File: src/rtl/plru4_miss_ctrl_if.sv
// -----------------------------------------------------------------------------
// plru4_miss_ctrl_if
//   Bundles every handshake/bus signal of the PLRU miss controller.
//   Names keep the controller's point of view (i_* into it, o_* out of it).
//   Modports:
//     slave  : the miss controller (consumes i_*, drives o_*)
//     master : the environment (lookup pipe, PLRU, write-back and refill
//              engines) which drives i_* and observes o_*
// Ports summary:
//   lookup   : i_lkup_vld/o_lkup_rdy, i_lkup_set, i_lkup_hit, i_lkup_hit_way,
//              i_lkup_wr, i_flush
//   PLRU     : o_plru_set, o_plru_hit, o_plru_hit_idx, o_plru_req,
//              i_plru_replace_idx
//   wb       : o_wb_vld/i_wb_rdy, o_wb_set, o_wb_way
//   refill   : o_rf_vld/i_rf_rdy, o_rf_set, o_rf_way, i_rf_done
//   complete : o_done_vld, o_done_way
// -----------------------------------------------------------------------------
interface plru4_miss_ctrl_if #(
  parameter int SET_W = 6
) ();
  logic             i_lkup_vld;
  logic             o_lkup_rdy;
  logic [SET_W-1:0] i_lkup_set;
  logic             i_lkup_hit;
  logic [1:0]       i_lkup_hit_way;
  logic             i_lkup_wr;
  logic             i_flush;

  logic [SET_W-1:0] o_plru_set;
  logic             o_plru_hit;
  logic [1:0]       o_plru_hit_idx;
  logic             o_plru_req;
  logic [1:0]       i_plru_replace_idx;

  logic             o_wb_vld;
  logic             i_wb_rdy;
  logic [SET_W-1:0] o_wb_set;
  logic [1:0]       o_wb_way;

  logic             o_rf_vld;
  logic             i_rf_rdy;
  logic [SET_W-1:0] o_rf_set;
  logic [1:0]       o_rf_way;
  logic             i_rf_done;

  logic             o_done_vld;
  logic [1:0]       o_done_way;

  modport slave (
    input  i_lkup_vld, i_lkup_set, i_lkup_hit, i_lkup_hit_way, i_lkup_wr, i_flush,
    input  i_plru_replace_idx, i_wb_rdy, i_rf_rdy, i_rf_done,
    output o_lkup_rdy, o_plru_set, o_plru_hit, o_plru_hit_idx, o_plru_req,
    output o_wb_vld, o_wb_set, o_wb_way, o_rf_vld, o_rf_set, o_rf_way,
    output o_done_vld, o_done_way
  );

  modport master (
    output i_lkup_vld, i_lkup_set, i_lkup_hit, i_lkup_hit_way, i_lkup_wr, i_flush,
    output i_plru_replace_idx, i_wb_rdy, i_rf_rdy, i_rf_done,
    input  o_lkup_rdy, o_plru_set, o_plru_hit, o_plru_hit_idx, o_plru_req,
    input  o_wb_vld, o_wb_set, o_wb_way, o_rf_vld, o_rf_set, o_rf_way,
    input  o_done_vld, o_done_way
  );
endinterface

File: src/rtl/plru4_miss_ctrl.sv
// -----------------------------------------------------------------------------
// plru4_miss_ctrl
//   Miss-handling / way-allocation controller in front of a per-set 4-way
//   PLRU. Takes tag-lookup results, keeps per-set valid/dirty bits, strobes
//   the PLRU (touch on hit, victim request on miss), and sequences dirty
//   write-back, refill and completion. One miss in flight; the lookup port
//   is blocked while busy.
// Ports:
//   clk  : clock
//   rst  : asynchronous reset, active-high
//   bus  : plru4_miss_ctrl_if.slave (lookup, PLRU, write-back, refill and
//          completion signals)
// Configuration macro:
//   PLRU4_INVALID_FIRST_EN : when defined, a miss allocates the lowest
//   invalid way of the set (announced with a PLRU touch) instead of asking
//   the PLRU for a victim; with all ways valid the PLRU request is used.
// -----------------------------------------------------------------------------
module plru4_miss_ctrl #(
  parameter int SETS  = 64,
  parameter int SET_W = $clog2(SETS)
) (
  input logic               clk,
  input logic               rst,
  plru4_miss_ctrl_if.slave  bus
);

  typedef enum logic [2:0] {IDLE, HIT, VICT, WB, RF, RFW} state_t;

  state_t           state_reg;
  logic [SET_W-1:0] set_reg;       // set of the access in flight
  logic [1:0]       way_reg;       // hit way, then victim way
  logic             wr_reg;        // access is a store
  logic             plru_hit_reg;
  logic             plru_req_reg;
  logic             wb_vld_reg;
  logic             rf_vld_reg;
  logic             done_vld_reg;
`ifdef PLRU4_INVALID_FIRST_EN
  logic             pick_inv_reg;  // victim came from the invalid-way scan
`endif

  // Per-set state bits, flattened for lookup by set index.
  logic [SETS-1:0][3:0] valid_all;
  logic [SETS-1:0][3:0] dirty_all;

  logic accept;
  logic flush_clr;
  logic victim_dirty;

  // Single-entry write command into the per-set bit storage.
  logic bit_we_v;
  logic bit_we_d;
  logic bit_v;
  logic bit_d;

  assign bus.o_lkup_rdy = (state_reg == IDLE) & ~rst & ~bus.i_flush;
  assign accept         = bus.i_lkup_vld & bus.o_lkup_rdy;
  assign flush_clr      = (state_reg == IDLE) & bus.i_flush;

  // The PLRU victim is combinational and only meaningful during VICT.
  assign victim_dirty = valid_all[set_reg][bus.i_plru_replace_idx] &
                        dirty_all[set_reg][bus.i_plru_replace_idx];

`ifdef PLRU4_INVALID_FIRST_EN
  function automatic logic [1:0] first_inv(input logic [3:0] v);
    first_inv = 2'd0;
    for (int w = 3; w >= 0; w--) begin
      if (!v[w]) first_inv = 2'(w);
    end
  endfunction
`endif

  // ---------------------------------------------------------------------------
  // Bit update command derived from the current state.
  // ---------------------------------------------------------------------------
  always_comb begin
    bit_we_v = 1'b0;
    bit_we_d = 1'b0;
    bit_v    = 1'b0;
    bit_d    = 1'b0;
    case (state_reg)
      HIT: begin
        // Store hit: dirty |= wr
        bit_we_d = wr_reg;
        bit_d    = 1'b1;
      end
      WB: begin
        // Line leaves the cache once the write-back is accepted
        if (bus.i_wb_rdy) begin
          bit_we_v = 1'b1;
          bit_we_d = 1'b1;
        end
      end
      RF: begin
        if (bus.i_rf_rdy && bus.i_rf_done) begin
          bit_we_v = 1'b1;
          bit_we_d = 1'b1;
          bit_v    = 1'b1;
          bit_d    = wr_reg;
        end
      end
      RFW: begin
        if (bus.i_rf_done) begin
          bit_we_v = 1'b1;
          bit_we_d = 1'b1;
          bit_v    = 1'b1;
          bit_d    = wr_reg;
        end
      end
      default: ;
    endcase
  end

  // ---------------------------------------------------------------------------
  // Per-set valid/dirty storage. Kept in flops so a flush clears every set in
  // a single cycle.
  // ---------------------------------------------------------------------------
  genvar gi;
  generate
    for (gi = 0; gi < SETS; gi++) begin : g_set
      logic [3:0] valid_reg;
      logic [3:0] dirty_reg;
      logic       sel;

      assign sel = (set_reg == SET_W'(gi));

      always_ff @(posedge clk or posedge rst) begin
        if (rst) begin
          valid_reg <= '0;
          dirty_reg <= '0;
        end else if (flush_clr) begin
          valid_reg <= '0;
          dirty_reg <= '0;
        end else if (sel) begin
          if (bit_we_v) valid_reg[way_reg] <= bit_v;
          if (bit_we_d) dirty_reg[way_reg] <= bit_d;
        end
      end

      assign valid_all[gi] = valid_reg;
      assign dirty_all[gi] = dirty_reg;
    end
  endgenerate

  // ---------------------------------------------------------------------------
  // Control FSM with registered outputs. Strobes default low so each PLRU
  // strobe and the completion flag are single-cycle pulses.
  // ---------------------------------------------------------------------------
  always_ff @(posedge clk or posedge rst) begin
    if (rst) begin
      state_reg    <= IDLE;
      set_reg      <= '0;
      way_reg      <= '0;
      wr_reg       <= 1'b0;
      plru_hit_reg <= 1'b0;
      plru_req_reg <= 1'b0;
      wb_vld_reg   <= 1'b0;
      rf_vld_reg   <= 1'b0;
      done_vld_reg <= 1'b0;
`ifdef PLRU4_INVALID_FIRST_EN
      pick_inv_reg <= 1'b0;
`endif
    end else begin
      plru_hit_reg <= 1'b0;
      plru_req_reg <= 1'b0;
      done_vld_reg <= 1'b0;
      case (state_reg)
        IDLE: begin
          if (accept) begin
            set_reg <= bus.i_lkup_set;
            wr_reg  <= bus.i_lkup_wr;
            if (bus.i_lkup_hit) begin
              // Touch and completion are visible in the HIT cycle.
              way_reg      <= bus.i_lkup_hit_way;
              plru_hit_reg <= 1'b1;
              done_vld_reg <= 1'b1;
              state_reg    <= HIT;
            end else begin
`ifdef PLRU4_INVALID_FIRST_EN
              if (~&valid_all[bus.i_lkup_set]) begin
                way_reg      <= first_inv(valid_all[bus.i_lkup_set]);
                plru_hit_reg <= 1'b1;
                pick_inv_reg <= 1'b1;
              end else begin
                plru_req_reg <= 1'b1;
                pick_inv_reg <= 1'b0;
              end
`else
              plru_req_reg <= 1'b1;
`endif
              state_reg <= VICT;
            end
          end
        end

        HIT: state_reg <= IDLE;

        VICT: begin
`ifdef PLRU4_INVALID_FIRST_EN
          if (pick_inv_reg) begin
            // Invalid way already chosen; nothing to write back.
            rf_vld_reg <= 1'b1;
            state_reg  <= RF;
          end else
`endif
          begin
            way_reg <= bus.i_plru_replace_idx;
            if (victim_dirty) begin
              wb_vld_reg <= 1'b1;
              state_reg  <= WB;
            end else begin
              rf_vld_reg <= 1'b1;
              state_reg  <= RF;
            end
          end
        end

        WB: begin
          if (bus.i_wb_rdy) begin
            wb_vld_reg <= 1'b0;
            rf_vld_reg <= 1'b1;
            state_reg  <= RF;
          end
        end

        RF: begin
          if (bus.i_rf_rdy) begin
            rf_vld_reg <= 1'b0;
            if (bus.i_rf_done) begin
              done_vld_reg <= 1'b1;
              state_reg    <= IDLE;
            end else begin
              state_reg <= RFW;
            end
          end
        end

        RFW: begin
          if (bus.i_rf_done) begin
            done_vld_reg <= 1'b1;
            state_reg    <= IDLE;
          end
        end

        default: state_reg <= IDLE;
      endcase
    end
  end

  // Target set/way fields all follow the in-flight access registers; they
  // only carry meaning while the matching strobe/valid is high.
  assign bus.o_plru_set     = set_reg;
  assign bus.o_plru_hit     = plru_hit_reg;
  assign bus.o_plru_hit_idx = way_reg;
  assign bus.o_plru_req     = plru_req_reg;
  assign bus.o_wb_vld       = wb_vld_reg;
  assign bus.o_wb_set       = set_reg;
  assign bus.o_wb_way       = way_reg;
  assign bus.o_rf_vld       = rf_vld_reg;
  assign bus.o_rf_set       = set_reg;
  assign bus.o_rf_way       = way_reg;
  assign bus.o_done_vld     = done_vld_reg;
  assign bus.o_done_way     = way_reg;

endmodule
File: src/flat_wrapper.sv
// flat-port wrapper written by rule: the top's interface ports become plain ports
module plru4_miss_ctrl_flat 
#(
  parameter int SETS  = 64,
  parameter int SET_W = $clog2(SETS)
)
  (clk, rst, bus_i_lkup_vld, bus_i_lkup_set, bus_i_lkup_hit, bus_i_lkup_hit_way, bus_i_lkup_wr, bus_i_flush, bus_i_plru_replace_idx, bus_i_wb_rdy, bus_i_rf_rdy, bus_i_rf_done, bus_o_lkup_rdy, bus_o_plru_set, bus_o_plru_hit, bus_o_plru_hit_idx, bus_o_plru_req, bus_o_wb_vld, bus_o_wb_set, bus_o_wb_way, bus_o_rf_vld, bus_o_rf_set, bus_o_rf_way, bus_o_done_vld, bus_o_done_way);
  plru4_miss_ctrl_if #(.SET_W(SET_W)) bus_i ();
  input logic clk;
  input logic rst;
  input wire logic [$bits(bus_i.i_lkup_vld)-1:0] bus_i_lkup_vld;
  input wire logic [$bits(bus_i.i_lkup_set)-1:0] bus_i_lkup_set;
  input wire logic [$bits(bus_i.i_lkup_hit)-1:0] bus_i_lkup_hit;
  input wire logic [$bits(bus_i.i_lkup_hit_way)-1:0] bus_i_lkup_hit_way;
  input wire logic [$bits(bus_i.i_lkup_wr)-1:0] bus_i_lkup_wr;
  input wire logic [$bits(bus_i.i_flush)-1:0] bus_i_flush;
  input wire logic [$bits(bus_i.i_plru_replace_idx)-1:0] bus_i_plru_replace_idx;
  input wire logic [$bits(bus_i.i_wb_rdy)-1:0] bus_i_wb_rdy;
  input wire logic [$bits(bus_i.i_rf_rdy)-1:0] bus_i_rf_rdy;
  input wire logic [$bits(bus_i.i_rf_done)-1:0] bus_i_rf_done;
  output wire logic [$bits(bus_i.o_lkup_rdy)-1:0] bus_o_lkup_rdy;
  output wire logic [$bits(bus_i.o_plru_set)-1:0] bus_o_plru_set;
  output wire logic [$bits(bus_i.o_plru_hit)-1:0] bus_o_plru_hit;
  output wire logic [$bits(bus_i.o_plru_hit_idx)-1:0] bus_o_plru_hit_idx;
  output wire logic [$bits(bus_i.o_plru_req)-1:0] bus_o_plru_req;
  output wire logic [$bits(bus_i.o_wb_vld)-1:0] bus_o_wb_vld;
  output wire logic [$bits(bus_i.o_wb_set)-1:0] bus_o_wb_set;
  output wire logic [$bits(bus_i.o_wb_way)-1:0] bus_o_wb_way;
  output wire logic [$bits(bus_i.o_rf_vld)-1:0] bus_o_rf_vld;
  output wire logic [$bits(bus_i.o_rf_set)-1:0] bus_o_rf_set;
  output wire logic [$bits(bus_i.o_rf_way)-1:0] bus_o_rf_way;
  output wire logic [$bits(bus_i.o_done_vld)-1:0] bus_o_done_vld;
  output wire logic [$bits(bus_i.o_done_way)-1:0] bus_o_done_way;
  assign bus_i.i_lkup_vld = bus_i_lkup_vld;
  assign bus_i.i_lkup_set = bus_i_lkup_set;
  assign bus_i.i_lkup_hit = bus_i_lkup_hit;
  assign bus_i.i_lkup_hit_way = bus_i_lkup_hit_way;
  assign bus_i.i_lkup_wr = bus_i_lkup_wr;
  assign bus_i.i_flush = bus_i_flush;
  assign bus_i.i_plru_replace_idx = bus_i_plru_replace_idx;
  assign bus_i.i_wb_rdy = bus_i_wb_rdy;
  assign bus_i.i_rf_rdy = bus_i_rf_rdy;
  assign bus_i.i_rf_done = bus_i_rf_done;
  assign bus_o_lkup_rdy = bus_i.o_lkup_rdy;
  assign bus_o_plru_set = bus_i.o_plru_set;
  assign bus_o_plru_hit = bus_i.o_plru_hit;
  assign bus_o_plru_hit_idx = bus_i.o_plru_hit_idx;
  assign bus_o_plru_req = bus_i.o_plru_req;
  assign bus_o_wb_vld = bus_i.o_wb_vld;
  assign bus_o_wb_set = bus_i.o_wb_set;
  assign bus_o_wb_way = bus_i.o_wb_way;
  assign bus_o_rf_vld = bus_i.o_rf_vld;
  assign bus_o_rf_set = bus_i.o_rf_set;
  assign bus_o_rf_way = bus_i.o_rf_way;
  assign bus_o_done_vld = bus_i.o_done_vld;
  assign bus_o_done_way = bus_i.o_done_way;
  plru4_miss_ctrl #(.SETS(SETS), .SET_W(SET_W)) u_core (.clk(clk), .rst(rst), .bus(bus_i));
endmodule
File: config.mk
export PLATFORM = sky130hd
export DESIGN_NAME = plru4_miss_ctrl_flat
export DESIGN_NICKNAME = d
export VERILOG_FILES = /design/src/rtl/plru4_miss_ctrl_if.sv /design/src/rtl/plru4_miss_ctrl.sv /design/src/flat_wrapper.sv
export SDC_FILE = /design/constraint.sdc
export NUM_CORES = 1
export LEC_CHECK = 0
export CAP_MARGIN = 15
export CORE_MARGIN = 8
export CORE_UTILIZATION = 55
export DETAILED_ROUTE_END_ITERATION = 10
export MAX_ROUTING_LAYER = met4
export PLACE_DENSITY = 0.8
export SYNTH_ARGS = -nofsm -noshare
export SYNTH_HDL_FRONTEND = slang
export SYNTH_SLANG_ARGS = --single-unit
File: constraint.sdc
create_clock -name clk -period 36.8 [get_ports clk]
set_clock_uncertainty 0.15 [all_clocks]
set_input_delay 7.36 -clock clk [delete_from_list [all_inputs] [get_ports clk]]
set_output_delay 7.36 -clock clk [all_outputs]
set_load 0.02 [all_outputs]
Word-level counts from Yosys, hierarchy flattened

Index checks and enable logic that the tools add are counted.

Memories kept: 0
Bits in latches: 0
Bits in registers: 529
Logic and storage cells: 986
Input port bits: 19
Output and inout bits: 32
Memory bits (read-only): 0
Memory bits (writable): 0

Bitwise logic cells: 7
Equal/unequal tests: 75
Muxes and demuxes: 557
Divide/modulo/power cells: 0
Reduce and logical (&&, ||, !) cells: 206
Shift operators: 0
Multiply operators: 0
Add/sub/neg operators: 0
Order comparisons: 4

Operators by type and width:

| operator                                                    | count |
|---|---|
| 2-to-1 mux 4 bit                                            | 386 |
| bitwise mux 4 bit                                           | 128 |
| AND reduction 2 bit                                         | 129 |
| equality test 6 bit (second input constant)                 | 32 |
| nonzero test 2 bit                                          | 68 |
| equality test 6 x 5 -> 1 bit (second input constant)        | 16 |
| binary-select mux 4 bit (select 6 bit)                      | 2 |
| equality test 6 x 4 -> 1 bit (second input constant)        | 8 |
| equality test 6 x 3 -> 1 bit (second input constant)        | 4 |
| 2-to-1 mux 1 bit                                            | 20 |
| 2-to-1 mux 3 bit                                            | 6 |
| case mux 3 bit (5 select lines)                             | 1 |
| equality test 6 x 2 -> 1 bit (second input constant)        | 2 |
| case mux 1 bit (3 select lines)                             | 4 |
| != test 2 bit (second input constant)                       | 5 |
| AND reduction 4 bit                                         | 2 |
| less-than comparator 6 x 7 -> 1 bit (second input constant) | 1 |
| equality test 3 x 2 -> 1 bit (second input constant)        | 2 |
| equality test 3 bit (second input constant)                 | 2 |
| equality test 6 x 1 -> 1 bit (second input constant)        | 1 |
| zero test 6 bit                                             | 1 |
| less-than comparator 2 x 3 -> 1 bit (second input constant) | 2 |
| 2-to-1 mux 2 bit                                            | 3 |
| AND reduction 3 bit                                         | 2 |
| 13 further kinds                                            | 22 |

Logic depth before layout (Yosys ltp)

Gate-level depths: netlist (run 1).

Depth in word-level cells: 8
Gate-level depth with buffers: 12
Mapped depth without buffers: 8

Worst setup path after synthesis (run 1)

No wires, ideal clock.

Path type: input-to-output
Start point: input bus_i_flush
End point: output bus_o_lkup_rdy
Path buffers: 0
Stages: 1
Setup slack: 21.301 ns
Required time: 29.290 ns
Arrival time: 7.989 ns
Path through: nor3b_1

Cells in the longest elaborated chain, start to end: 2

Ends and longest elaborated chain:

| item        | line                  | text |
|---|---|---|
| from (decl) | flat_wrapper.sv:16    | `input wire logic [$bits(bus_i.i_flush)-1:0] bus_i_flush;` |
| NOT 1 bit   | plru4_miss_ctrl.sv:56 | `assign bus.o_lkup_rdy = (state_reg == IDLE) & ~rst & ~bus.i_flush;` |
| AND 1 bit   | plru4_miss_ctrl.sv:56 |  |
| to (decl)   | flat_wrapper.sv:21    | `output wire logic [$bits(bus_i.o_lkup_rdy)-1:0] bus_o_lkup_rdy;` |

Every way passes these cells.

Worst setup path in the final report (run 1)

Start point: input rst
End point: output bus_o_lkup_rdy

Cells in the longest elaborated chain, start to end: 3

Ends and longest elaborated chain:

| item                    | line                  | text |
|---|---|---|
| from (decl)             | flat_wrapper.sv:10    | `input logic rst;` |
| NOT 1 bit               | plru4_miss_ctrl.sv:56 |  |
| AND 1 bit (2 in series) | plru4_miss_ctrl.sv:56 |  |

Every way passes these cells.

==> flow_summary.json, run 1 <==
{
  "syn_to_final_growth_pct": 8.72,
  "synth.top_cell.area_share_pct": 50.1,
  "ys_types": 57,
  "fp.coreArea_mm2": 0.0475,
  "crit_path_top_delay_cell": "clkdlybuf4s50_1",
  "cp.required_ns": 29.29,
  "grt_max_degree": 255,
  "rows": 80,
  "ctsRootBufferMaster": "clkbuf_16",
  "grt_pass1_wl_um": 116000,
  "path_cells": "clkdlybuf4s50_1 -> nor3b_1 -> clkdlybuf4s50_1",
  "clockBufferDepth": 3,
  "cpMostUsedCell": "clkdlybuf4s50_1",
  "holdBufCountCts": 0,
  "p_leak_nw": 11.6,
  "cts_buffers": 54,
  "slew_violations": 0,
  "finalNetCount": 2336,
  "min_period_ns": 16.44,
  "synth_warnings": 0,
  "drc_errors": 0,
  "synth.net_count": 2454,
  "gp_congestion": 0.880,
  "cp.arrival_ns": 8.93,
  "grt_util_all_layers_pct": 26.7,
  "synth-async-reset-ratio_pct": 100,
  "grt_overflow": 0,
  "ys_ff_latch": 529,
  "synth_area_mm2": 0.0264,
  "cts_tree": "built",
  "port_buffers": 50,
  "maxSlewHeadroom_pct": 18.9,
  "ys_seq_area_share_pct": 50.1,
  "synth_area_per_cell_um2": 10.8,
  "tightest_slew_ns": 1.22,
  "drt-total-wl_um": 72800,
  "vdd_ir_drop_max_mv": 0.0467,
  "hpwl_um": 42700,
  "clkLatencyLatePin_ns": 0.63,
  "max_freq_mhz": 60.8,
  "clock-sinks": 529,
  "vias": 21100,
  "drt.antenna.violating_nets": 0,
  "die_height_um": 235,
  "hold_class": "reg -> reg",
  "drive_gt1_share_pct": 12.0,
  "post-cts-setup-buffer-count": 0,
  "grt_pass1_vias": 20700,
  "synth_cells": 2435,
  "synth-main-ff-cell": "dfrtp_1",
  "rsz0062_at_grt": "false",
  "cts_resized": 0,
  "path_class": "in -> out",
  "clk_pin_slew_ns": 0.06,
  "synth.most_common_cell": "o21ai_0",
  "synth.area.top_cells": "dfrtp_1, o31ai_1, o21ai_0, mux4_2, clkbuf_1",
  "synth_edf_count": 0,
  "synthTopCellsByCount": "o21ai_0, dfrtp_1, o31ai_1, clkbuf_1, nand2_1",
  "die_area_mm2": 0.0553,
  "hold_violations": 0,
  "die_w_um": 235,
  "drtIter0Drc": 2760,
  "setup_violations": 0,
  "status": "finished clean",
  "powerDensity_mw_per_mm2": 81.2,
  "avgViaCountPerCell": 7.07,
  "worst_setup_path_start_kind": "input port",
  "start_util_pct": 55.6,
  "tns_ns": 0,
  "wl_per_cell_um": 24.5,
  "antenna_found_initial": 2,
  "cp_max_fo": 3,
  "endpoint_kind": "output pin",
  "first_pass_iters": 6,
  "ioPinCount": 51,
  "htree_levels": 2,
  "period_share_pct": 44.7,
  "synth_area_leader_cell": "dfrtp_1",
  "fillers": 3647,
  "crit_path_max_incr_delay_ns": 0.68,
  "drv_cap": 0,
  "post-route-util_pct": 60.4
}
-- metal layers --
metal / up-vias / GRT usage (%) / share of wire [%]
met3: 251 / 6.16 / 10
li1: 9224 / - / -
met1: 10400 / 33.6 / 39
met2: 1200 / 40.5 / 46
met4: 0 / 13.2 / 5.1
met5: - / - / 0
-- critical path: cells and delay by family --
| kind | cells | cell delay (ns) |
|---|---|---|
| buffers and inverters | 2 | 1.20 |
| AND/OR/NAND/NOR | 1 | 0.38 |
-- where the power goes --
part | total (mW) | internal, mW | switching (mW)
Clock | 0.579 | 0.346 | 0.233
Combinational | 0.974 | 0.268 | 0.706
Sequential | 0.780 | 0.708 | 0.0718
-- worst paths after layout --
path / start / end / slack [ns] / depth (start not counted)
max in group asynchronous: rst / u_core.g_set[47].dirty_reg[3] / 27.75 / 4
setup reg to reg: u_core.bus.o_plru_set[0] / u_core.state_reg[2] / 31.66 / 11
hold / removal: u_core.g_set[20].valid_reg[2] / u_core.g_set[20].valid_reg[2] / 0.34 / 2
setup / recovery: rst / bus_o_lkup_rdy / 20.36 / 3
min in group asynchronous: rst / u_core.bus.o_plru_req / 6.99 / 2
hold reg to reg: u_core.g_set[20].valid_reg[2] / u_core.g_set[20].valid_reg[2] / 0.34 / 2
-- placed cells by master, fill, tap and decap left out, drive strengths merged, types with 3 or more instances in the layout --
master,n
bufinv,5
mux4,106
a221oi,3
a22oi,14
mux2i,45
a31oi,5
buf,38
o32ai,7
clkinv,13
nor4,4
nor3,6
nor2b,15
inv,10
nor2,26
a211oi,3
o211ai,3
o221ai,5
o22ai,14
nand2,171
nand3,8
o21ai,593
and2,3
a22o,6
clkdlybuf4s50,50
mux2,28
o31ai,508
clkbuf,79
nand2b,9
dfrtp,529
a21o,4
and3,3
a311oi,8
a21oi,16
-- area by class of cell --
type | instances | area, um2 | area share (%)
clock inverters | 20 | 231 | 0.806
inverters | 9 | 41.3 | 0.144
clock buffers | 79 | 1660 | 5.78
flip-flops and latches | 529 | 13200 | 46.1
well taps | 615 | 769 | 2.68
multi-input cells | 1635 | 11900 | 41.5
repair buffers | 88 | 851 | 2.96
diodes | 2 | 5.00 | 0.0174
-- through the flow --
step           power, mW  worst slack (ns)  hold WS [ns]  instances  area [um2]
6_report            2.33             20.36         0.344       2977       28700
5_1_grt             2.44             20.31         0.373       2977       28700
4_1_cts             2.31             20.34         0.346       2973       28700
3_5_place_dp        1.73             20.35         0.331       2874       26800
3_3_place_gp        1.69             20.34         0.318       2874       26800
2_1_floorplan       1.49             14.51         0.306       2435       26400
-- cells by family after synthesis --
logic type	Yosys count	share of synthesized area, %
AND/OR/NAND/NOR	257	4.28
multiplexers	179	12.1
buffers and inverters	271	5.06
flip-flops	529	50.1
AO/OA/AOI/OAI	1199	28.5
Note: power is estimated with default switching activity, not from simulation.
==> run 2: changes to the inputs <==
--- a/config.mk
+++ b/config.mk
@@ -10,7 +10,7 @@
 export CORE_UTILIZATION = 55
 export DETAILED_ROUTE_END_ITERATION = 10
 export MAX_ROUTING_LAYER = met4
-export PLACE_DENSITY = 0.8
+export PLACE_DENSITY = 0.83
 export SYNTH_ARGS = -nofsm -noshare
 export SYNTH_HDL_FRONTEND = slang
 export SYNTH_SLANG_ARGS = --single-unit
==> constraint.sdc (replaced) <==
create_clock -name clk -period 15 [get_ports clk]
set_clock_uncertainty 0.15 [all_clocks]
set_input_delay 3 -clock clk [delete_from_list [all_inputs] [get_ports clk]]
set_output_delay 3 -clock clk [all_outputs]
set_load 0.02 [all_outputs]
==> run 2 against run 1 <==
  * Hold slack improved by 0.011 ns
  * Sequential cell count unchanged
  * Sequential power rose to 2.5 times the previous value
  * Clock power rose by 130%
  * Power increased by 140%
  * Sequential share of layout area up 0.29 points
  * First-iteration DRC count rose by 8.4%
  * Global-route usage down 0.089 points
  * Non-clock buffer count rose by 3
  * Critical path type unchanged
  * Critical endpoint unchanged
==> flow_summary.json, run 2 (synthesis gave the netlist of run 1 again) <==
{
  "clockBufferDepth": 3,
  "max_freq_mhz": 131,
  "layout_common_cells": "o21ai_0, dfrtp_1, o31ai_1, nand2_1, mux4_2",
  "min_period_ns": 7.65,
  "fp.coreArea_mm2": 0.0475,
  "cp.required_ns": 11.85,
  "port_buffers": 50,
  "die_height_um": 235,
  "syn_to_final_growth_pct": 8.04,
  "tightest_slew_ns": 1.27,
  "setup_violations": 0,
  "hpwl_um": 43600,
  "hold_violations": 0,
  "status": "finished clean",
  "hold_class": "reg -> reg",
  "drv_cap": 0,
  "finalNetCount": 2337,
  "ioPinCount": 51,
  "drt-total-wl_um": 72800,
  "dpl_cell_area_mm2": 0.0268,
  "cp_max_fo": 4,
  "clock-sinks": 529,
  "final_cell_area_mm2": 0.0285,
  "period_share_pct": 51.0,
  "final_common_cell": "o21ai_0",
  "die_w_um": 235,
  "grt_pass1_wl_um": 116000,
  "cts_resized": 0,
  "start_util_pct": 55.6,
  "first_pass_iters": 7,
  "powerDensity_mw_per_mm2": 197,
  "cp.arrival_ns": 4.50,
  "htree_levels": 2,
  "avgViaCountPerCell": 7.14,
  "gp_congestion": 0.883,
  "rsz0062_at_grt": "false",
  "worst_setup_path_start_kind": "input port",
  "post-cts-setup-buffer-count": 0,
  "antenna_found_initial": 0,
  "clk_pin_slew_ns": 0.06,
  "grt_pass1_vias": 20900,
  "maxSlewHeadroom_pct": 15.1,
  "grt_overflow": 0,
  "diodes": 0,
  "p_leak_nw": 11.6,
  "grt_max_degree": 124,
  "grt_util_all_layers_pct": 26.6,
  "endpoint_kind": "output pin",
  "cts_tree": "built",
  "path_class": "in -> out",
  "drtIter0Drc": 2992,
  "holdBufCountCts": 0,
  "vias": 21200,
  "slew_violations": 0,
  "tns_ns": 0,
  "drive_gt1_share_pct": 11.7,
  "vdd_ir_drop_max_mv": 0.184,
  "cts_buffers": 52,
  "ctsRootBufferMaster": "clkbuf_16",
  "clkLatencyLatePin_ns": 0.61,
  "die_area_mm2": 0.0553,
  "wl_per_cell_um": 24.5,
  "drt.antenna.violating_nets": 0,
  "rows": 80,
  "drc_errors": 0
}
==> run 2: layout make-up <==
class,count,area (um2)
Clock buffer,74,1480
Timing Repair Buffer,91,873
Sequential cell,529,13200
Clock inverter,22,220
Inverter,9,37.5
Tap cell,615,769
Fill cell,3577,19000
Multi-Input combinational cell,1635,11900
==> run 2: report_power, final <==
| group | internal (mW) | switching (mW) |
|---|---|---|
| Sequential | 1.74 | 0.242 |
| Clock | 0.754 | 0.567 |
| Combinational | 0.655 | 1.66 |
| Total | 3.14 | 2.47 |
==> run 2: per-layer routing <==
layer | wire [um] | part of all wire (%) | vias to the layer above | track usage [%]
li1 | - | - | 9218 | -
met1 | 28000 | 38 | 10500 | 33.7
met2 | 33700 | 46 | 1277 | 40.3
met3 | 7600 | 10 | 235 | 6.39
met4 | 3440 | 4.7 | 0 | 12.4
met5 | 0 | 0 | - | -
==> run 2: through the flow <==
stage | power [mW] | util, % | setup WS [ns] | cells | hold WS [ns]
3_5_place_dp | 4.23 | 56.3 | 7.36 | 2876 | 0.331
2_1_floorplan | 3.65 | - | 4.66 | 2435 | 0.306
5_1_grt | 5.88 | 60.0 | 7.29 | 2975 | 0.373
3_3_place_gp | 4.13 | 56.3 | 7.31 | 2876 | 0.318
6_report | 5.62 | 60.0 | 7.35 | 2975 | 0.355
4_1_cts | 5.56 | 59.9 | 7.36 | 2972 | 0.346
==> run 2: final timing paths <==
kind,startpoint,to,slack (ns),cells after the start
min in group asynchronous,rst,u_core.bus.o_wb_vld,2.90,3
max,bus_i_flush,bus_o_lkup_rdy,7.35,3
min,u_core.g_set[16].valid_reg[2],u_core.g_set[16].valid_reg[2],0.36,2
max in group asynchronous,rst,u_core.g_set[59].dirty_reg[3],9.18,5
min reg2reg,u_core.g_set[16].valid_reg[2],u_core.g_set[16].valid_reg[2],0.36,2
max reg2reg,u_core.bus.o_plru_set[0],u_core.state_reg[1],9.98,10
==> run 2: critical path: stages <==
cell and delay (ns):
clkdlybuf4s50_1 0.45, nor3b_1 0.36, clkdlybuf4s50_1 0.68
